[src/rtl/march_c_sequencer.sv]
`default_nettype none
// +--------------------------------------------------------------------------+
// | march_c_sequencer: March C- BIST sequencer with pipelined read compare.  |
// | Revision: 1.0                                                            |
// +--------------------------------------------------------------------------+
module march_c_sequencer #(
  parameter int ADDR_W = 4,
  parameter int DATA_W = 8
) (
  input  logic              clk,
  input  logic              rst,
  input  logic              start,
  input  logic              abort,
  output logic [ADDR_W-1:0] mem_addr,
  output logic [DATA_W-1:0] mem_wdata,
  output logic              mem_we,
  output logic              mem_re,
  input  logic [DATA_W-1:0] mem_rdata,
  output logic              busy,
  output logic              done,
  output logic              fail,
  output logic [ADDR_W-1:0] fail_addr,
  output logic [7:0]        fail_count
);

  typedef enum logic [3:0] {
    S_IDLE, S_M0, S_M1, S_M2, S_M3, S_M4, S_M5, S_DRAIN, S_DONE
  } state_t;

  localparam logic [ADDR_W-1:0] C_ADDR_LAST = {ADDR_W{1'b1}};

  state_t              state_q, state_d;
  logic [ADDR_W-1:0]   addr_q, addr_d;
  logic                phase_q, phase_d;
  logic                exp_valid_q, exp_valid_d;
  logic                exp_bit_q, exp_bit_d;
  logic [ADDR_W-1:0]   exp_addr_q, exp_addr_d;
  logic                fail_q, fail_d;
  logic [ADDR_W-1:0]   fail_addr_q, fail_addr_d;
  logic [7:0]          fail_count_q, fail_count_d;

  state_t              next_elem;
  logic                descending;
  logic                pattern;
  logic                mismatch;

  // Pattern is the write value on write ops and the expected value on reads.
  always_comb begin
    pattern    = 1'b0;
    mem_we     = 1'b0;
    mem_re     = 1'b0;
    descending = 1'b0;
    next_elem  = S_M5;
    case (state_q)
      S_M0: mem_we = 1'b1;
      S_M1: begin pattern = phase_q;  next_elem = S_M2; end
      S_M2: begin pattern = !phase_q; next_elem = S_M3; end
      S_M3: begin pattern = phase_q;  next_elem = S_M4; descending = 1'b1; end
      S_M4: begin pattern = !phase_q; next_elem = S_M5; descending = 1'b1; end
      S_M5: mem_re = 1'b1;
      default: ;
    endcase
    if (state_q inside {S_M1, S_M2, S_M3, S_M4}) begin
      mem_we = phase_q;
      mem_re = !phase_q;
    end
  end

  assign mem_addr   = addr_q;
  assign mem_wdata  = {DATA_W{pattern}};
  assign busy       = (state_q != S_IDLE) && (state_q != S_DONE);
  assign done       = (state_q == S_DONE);
  assign fail       = fail_q;
  assign fail_addr  = fail_addr_q;
  assign fail_count = fail_count_q;
  assign mismatch   = exp_valid_q && (mem_rdata != {DATA_W{exp_bit_q}});

  always_comb begin
    state_d      = state_q;
    addr_d       = addr_q;
    phase_d      = phase_q;
    exp_valid_d  = mem_re;
    exp_bit_d    = pattern;
    exp_addr_d   = addr_q;
    fail_d       = fail_q;
    fail_addr_d  = fail_addr_q;
    fail_count_d = fail_count_q;

    if (mismatch) begin
      fail_d = 1'b1;
      if (fail_count_q != 8'hFF) fail_count_d = fail_count_q + 8'd1;
      if (!fail_q) fail_addr_d = exp_addr_q;
    end

    if (abort) begin
      state_d     = S_IDLE;
      addr_d      = '0;
      phase_d     = 1'b0;
      exp_valid_d = 1'b0;
    end else begin
      case (state_q)
        S_IDLE, S_DONE: begin
          if (start) begin
            state_d      = S_M0;
            addr_d       = '0;
            phase_d      = 1'b0;
            fail_d       = 1'b0;
            fail_addr_d  = '0;
            fail_count_d = '0;
          end
        end
        S_M0: begin
          if (addr_q == C_ADDR_LAST) begin
            state_d = S_M1;
            addr_d  = '0;
          end else begin
            addr_d = addr_q + 1'b1;
          end
        end
        S_M1, S_M2, S_M3, S_M4: begin
          phase_d = !phase_q;
          if (phase_q) begin
            // Exit on the terminal address, never on wrap-around.
            if (addr_q == (descending ? '0 : C_ADDR_LAST)) begin
              state_d = next_elem;
              addr_d  = (next_elem == S_M3 || next_elem == S_M4) ? C_ADDR_LAST : '0;
            end else begin
              addr_d = descending ? addr_q - 1'b1 : addr_q + 1'b1;
            end
          end
        end
        S_M5: begin
          if (addr_q == C_ADDR_LAST) begin
            state_d = S_DRAIN;
            addr_d  = '0;
          end else begin
            addr_d = addr_q + 1'b1;
          end
        end
        S_DRAIN: state_d = S_DONE;
        default: state_d = S_IDLE;
      endcase
    end
  end

  always_ff @(posedge clk or posedge rst) begin
    if (rst) begin
      state_q      <= S_IDLE;
      addr_q       <= '0;
      phase_q      <= 1'b0;
      exp_valid_q  <= 1'b0;
      exp_bit_q    <= 1'b0;
      exp_addr_q   <= '0;
      fail_q       <= 1'b0;
      fail_addr_q  <= '0;
      fail_count_q <= '0;
    end else begin
      state_q      <= state_d;
      addr_q       <= addr_d;
      phase_q      <= phase_d;
      exp_valid_q  <= exp_valid_d;
      exp_bit_q    <= exp_bit_d;
      exp_addr_q   <= exp_addr_d;
      fail_q       <= fail_d;
      fail_addr_q  <= fail_addr_d;
      fail_count_q <= fail_count_d;
    end
  end

endmodule
`default_nettype wire
[config.mk]
export PLATFORM = sky130hd
export DESIGN_NAME = march_c_sequencer
export DESIGN_NICKNAME = d
export VERILOG_FILES = /design/src/rtl/march_c_sequencer.sv
export SDC_FILE = /design/constraint.sdc
export NUM_CORES = 1
export LEC_CHECK = 0
export ABC_AREA = 1
export BUFFER_PORTS_ARGS = -buffer_cell sky130_fd_sc_hd__buf_4
export CORE_ASPECT_RATIO = 0.7
export CORE_UTILIZATION = 54
export CTS_CLUSTER_DIAMETER = 50
export CTS_CLUSTER_SIZE = 28
export DETAILED_ROUTE_END_ITERATION = 6
export GPL_ROUTABILITY_DRIVEN = 0
export PLACE_DENSITY = 0.91
export SYNTH_ARGS = -nofsm -noshare
export SYNTH_HDL_FRONTEND = slang
export SYNTH_SLANG_ARGS = --single-unit
[constraint.sdc]
create_clock -name clk -period 1.9 [get_ports clk]
set_input_delay 0.095 -clock clk [delete_from_list [all_inputs] [get_ports clk]]
set_output_delay 0.095 -clock clk [all_outputs]
set_load 0.005 [all_outputs]
== Word level (Yosys, flattened, before mapping) ==
Index checks and enable logic that the tools add are counted.

* Equality and inequality tests: 20
* Reduce and logical (&&, ||, !) cells: 18
* Add/sub/neg operators: 3
* Multiplexer cells: 41

{| class="wikitable"
|+ Operators by type and width
! kind !! count
|-
| $mux W4 || 19
|-
| $mux W8 || 5
|-
| $eq A4 B3 Y1 const B || 6
|-
| $pmux W4 S5 || 1
|-
| $ne A3 B3 Y1 const B || 5
|-
| $mux W1 || 12
|-
| $pmux W4 S3 || 1
|-
| $reduce_bool A4 Y1 || 3
|-
| $reduce_or A2 Y1 || 5
|-
| $pmux W3 S3 || 1
|-
| $add A8 B1 Y8 const B || 1
|-
| $eq A4 B2 Y1 const B || 2
|-
| $eq A4 B4 Y1 const B || 2
|-
| $ne A8 B8 Y1 || 1
|-
| $ne A8 B8 Y1 const B || 1
|-
| $reduce_and A5 Y1 || 1
|-
| $add A4 B1 Y4 const B || 1
|-
| $eq A4 B1 Y1 const B || 1
|-
| $eq A4 B4 Y1 || 1
|-
| $logic_not A4 Y1 || 1
|-
| $ne A4 B4 Y1 const B || 1
|-
| $pmux W1 S2 || 2
|-
| $reduce_or A4 Y1 || 1
|-
| $sub A4 B1 Y4 const B || 1
|-
| other kinds (6) || 7
|}

* Output and inout port bits: 29
* Bits of input ports: 12
* Word-level logic and storage cells: 91
* Register bits after elaboration: 28

== Depth between registers and ports, before layout ==
* Word-level depth: 9
* Gate-level depth with buffers: 12
* Gate-level depth less buffers: 12

== Worst setup path before layout ==
No wires, ideal clock.

* Path type: reg-to-reg
* Start point: register state_q[3]
* End point: register state_q[2]
* Setup time: 0.126 ns
* Cell stages (with the launch flop): 11
* Slack: 0.294 ns
* Data required time: 1.774 ns
* Arrival: 1.480 ns
* Clock period less this slack: 1.606 ns
* Path buffers: 0
* Cells stage by stage: dfrtp_1 > inv_1 > nand2_1 > nor2_1 > ha_1 > inv_1 > nand3_2 > nand3_1 > nand3_2 > nand2_1 > o21ai_0

* Longest elaborated chain between the ends: 7
* Elaborated cells between the ends (all ways): 26
* Those cells by class: eq/ne: 14; mux: 7; reduce/logical: 5

{| class="wikitable"
|+ RTL lines
! element !! line !! text
|-
| start: declaration || 32 || <nowiki>state_t state_q, state_d;</nowiki>
|-
| start signal: assignment || 158 || <nowiki>state_q <= state_d;</nowiki>
|-
| $eq A4 B3 Y1 || 54, 101 ||
|-
| $reduce_or A2 Y1 (no line) || - ||
|-
| $mux W1 || 54 || <nowiki>case (state_q)</nowiki>
|-
| $mux W4 || 124 || <nowiki>if (addr_q == (descending ? '0 : C_ADDR_LAST)) begin</nowiki>
|-
| $eq A4 B4 Y1 || 124 ||
|-
| $ne A3 B3 Y1 (no line) || - ||
|-
| $reduce_and A5 Y1 (no line) || - ||
|}

Several ways; a longest one is shown, not always the timed one. The select of a mux whose other input is x is not followed.
A chain may end at the register's enable or synchronous reset.

== Worst setup path in the final report ==
* Start point: register state_q[2]
* End point: output mem_re

* Longest elaborated chain between the ends: 3
* Elaborated cells between the ends (all ways): 8
* Those cells by class: eq/ne: 5; mux: 2; reduce/logical: 1

{| class="wikitable"
|+ RTL lines
! element !! line !! text
|-
| $eq A4 B2 Y1 (tied with other cells) || 63 || <nowiki>if (state_q inside {S_M1, S_M2, S_M3, S_M4}) begin</nowiki>
|-
| $reduce_bool A4 Y1 or $mux W1 (tied branches) || 63, 54 ||
|-
| $mux W1 * || 63 ||
|-
| end: declaration || 17 || <nowiki>output logic mem_re,</nowiki>
|}

Every way passes the cells marked *; elsewhere a longest branch is shown, timed or not.

==> reports/results.ini <==
[outcome]
outcome=finished clean

[logic_synthesis]
ys_types=24
synth_top_area_share_pct=38.4
syn_area_per_cell_um2=6.89
yosys.area.top_type=dfrtp_1
yosysWarningCount=0
synth-seq-cells=28
syn_area_um2=1830
syn-num-nets=282
ys_seq_area_share_pct=38.4
synthCells=265
ys_top_cells_by_area=dfrtp_1 38%, nand2_1 16%, nor2_1 8.4%

[cts]
htree_levels=1
clock-root-buffer=clkbuf_8
cts-buffers-inserted=3
clk_path_buf_depth=2
clock_latency_ns=0.28
clock_sinks=28
clk_pin_slew_ns=0.10
cts_tree=built

[layout]
final_common_cell=nand2_1
multi_input_area_um2=938
nets=327
area_growth_pct=24.2
seq_area_um2=702
antennaDiodeCount=0
final_cell_mix=80 x nand2_1, 48 x buf_4, 39 x nor2_1, 35 x inv_1, 27 x dfrtp_1
fill_cells=260
drive_gt1_share_pct=21.4

[sta]
slew_headroom_pct=72.9
skew_ns=0.00321
worst_slack_ns=0.0932
worst_slew_pin_slew_ns=0.404
fin_crit_ns=1.81
setup_tns_ns=0
period_share_pct=95.1
hold_viol_final=0
final_max_slew_viol_count=0
fmax_ghz=0.553
setup_viol=0

[pwr]
power.density_nw_per_um2=1460
combPwrFrac_pct=55.8
power.share.clock_pct=14.3
p_leak_nw=1.28
p_seq_share_pct=29.9
internal_power_mw=1.87
switching_share_pct=43.6
total_power_mw=3.31
vdd_ir_drop_max_v=0.00101
p_sw_mw=1.44

[setup_path]
max_stage_delay_ns=0.48
crit_chain=nor2_2, inv_1, o21ai_4, inv_1, nand2_1, o21ai_2, inv_1, buf_4
endpoint_kind=primary output
cp_max_fo=6
crit_type=flip-flop to primary output
critPathTopFamily=flip-flops
cp-start-kind=flip-flop
ff2ff_path_depth=10
startpoint=state_q[2]
r2r-start=state_q[3]
cp.required_ns=1.80
cp.depth=8
crit_top_cell=inv_1
slowest_stage=dfrtp_2
cp.buffers_inverters=4
cp.arrival_ns=1.71

[floorplan]
die_h_um=50.7
die_w_um=71.5
core_area_um2=3190
start_util_pct=57.3
ioPinCount=41
fp.dieArea_um2=3620
std_cell_rows=17

[place]
portBuffers=40
dp_hpwl_um=3240
place_ws_ns=0.0590

[drt]
viasPerCell=5.22
drt-met1-wl_um=1920
wl_met3_um=228
drt-total-wl_um=4270
drc_errors=0
top_layer_used=met4
ant_nets=0
wl_met2_um=2100
vias=1813
first_iter_violations=105
drt-pass1-iter-count=5
wl_per_cell_um=12.3

[hold_path]
whs_path_depth=2
hold_start=abort
hp-class=input pin to flip-flop

[grt]
grt_pass1_wl_um=6940
grt.total_usage_pct=24.5
grt_pass1_vias=1666
antenna_found_initial=0
grt-ovfl-total=0
grt_max_degree=29

[run]
maxCapViolCount=0

==> metrics by stage <==
stage	area (µm²)	hold WS, ns	utilization, %	cells
floorplan	1830	0.160	-	265
global placement	2150	0.183	67.5	340
detailed placement	2150	0.191	67.5	340
CTS	2240	0.0342	70.1	345
global route	2270	0.0333	71.1	347
finish	2270	0.0432	71.1	347
==> routing by layer <==
layer | vias to the layer above | track usage [%]
li1 | 911 | -
met5 | - | 0
met2 | 64 | 43.2
met4 | 0 | 6.54
met3 | 5 | 5.22
met1 | 833 | 30.8
==> cell type report <==
type / count / share of cell area, %
clock buffers: 3 / 1.82
clock inverters: 1 / 1.32
inverters: 37 / 6.12
multi-input cells: 191 / 41.4
flip-flops and latches: 28 / 30.9
well taps: 38 / 2.10
repair buffers: 49 / 16.3
==> worst paths after layout <==
kind / endpoint / slack [ns]
max in group asynchronous: state_q[2] / 1.18
worst min register to register: fail_addr[3] / 0.49
min in group asynchronous: exp_addr_q[3] / 0.44
worst max register to register: state_q[2] / 0.14
worst min-delay path: exp_valid_q / 0.04
worst max-delay path: mem_re / 0.09
==> flip-flops by register name (all words and copies together), names as in the netlist <==
signal       cells
mem_addr         4
exp_valid_q      1
exp_addr_q       4
state_q          4
fail             1
phase_q          1
fail_addr        4
fail_count       8
exp_bit_q        1
==> cells by family (layout without fill, tap and decap cells) <==
kind of cell             after synthesis  in the layout  synth area share, %
flip-flops                            28             28                 38.4
adder cells (fa/ha/maj)                5              5                 3.42
AO/OA/AOI/OAI                         25             25                 7.67
buffers and inverters                 46             90                 11.2
AND/OR/NAND/NOR                      155            155                 36.5
XOR/XNOR                               6              6                 2.88
==> power groups by stage <==
stage | combinational, mW | sequential [mW] | clock [mW]
floorplan | 1.17 | 0.956 | 0
global placement | 1.67 | 0.978 | 0
detailed placement | 1.74 | 0.994 | 0
CTS | 1.75 | 0.981 | 0.479
global route | 2.06 | 1.01 | 0.500
finish | 1.85 | 0.991 | 0.473
==> worst register-to-register path, delay by kind of cell, from the launching register on <==
family,cells,cell delay (ns)
adder cells (fa/ha/maj),1,0.24
buffers and inverters,2,0.18
flip-flops,1,0.44
AO/OA/AOI/OAI,1,0.08
AND/OR/NAND/NOR,6,0.72
==> Yosys cell counts <==
cell type and n:
nand2_1 80, nor2_4 1, buf_4 8, a21oi_2 1, xnor2_1 3, nand2_2 1, nand3_1 18, nand4_1 5
nand3_4 1, o21ai_0 17, ha_1 5, inv_1 36, xor2_1 3, o21ai_1 1, o21ai_4 1, nor3_1 3
or2_2 1, dfrtp_1 28, nand3_2 2, buf_2 1, nand3b_1 2, inv_2 1, nor2_1 41, a21oi_1 5
==> what timing repair did <==
action	in CTS	in global routing
hold buffers	1	0
setup buffers	0	2
hold endpoints to repair	28	0
gates resized for setup	1	7
setup endpoints to repair	1	18
pin swaps	0	1
Power figures use the tool's default switching activity.
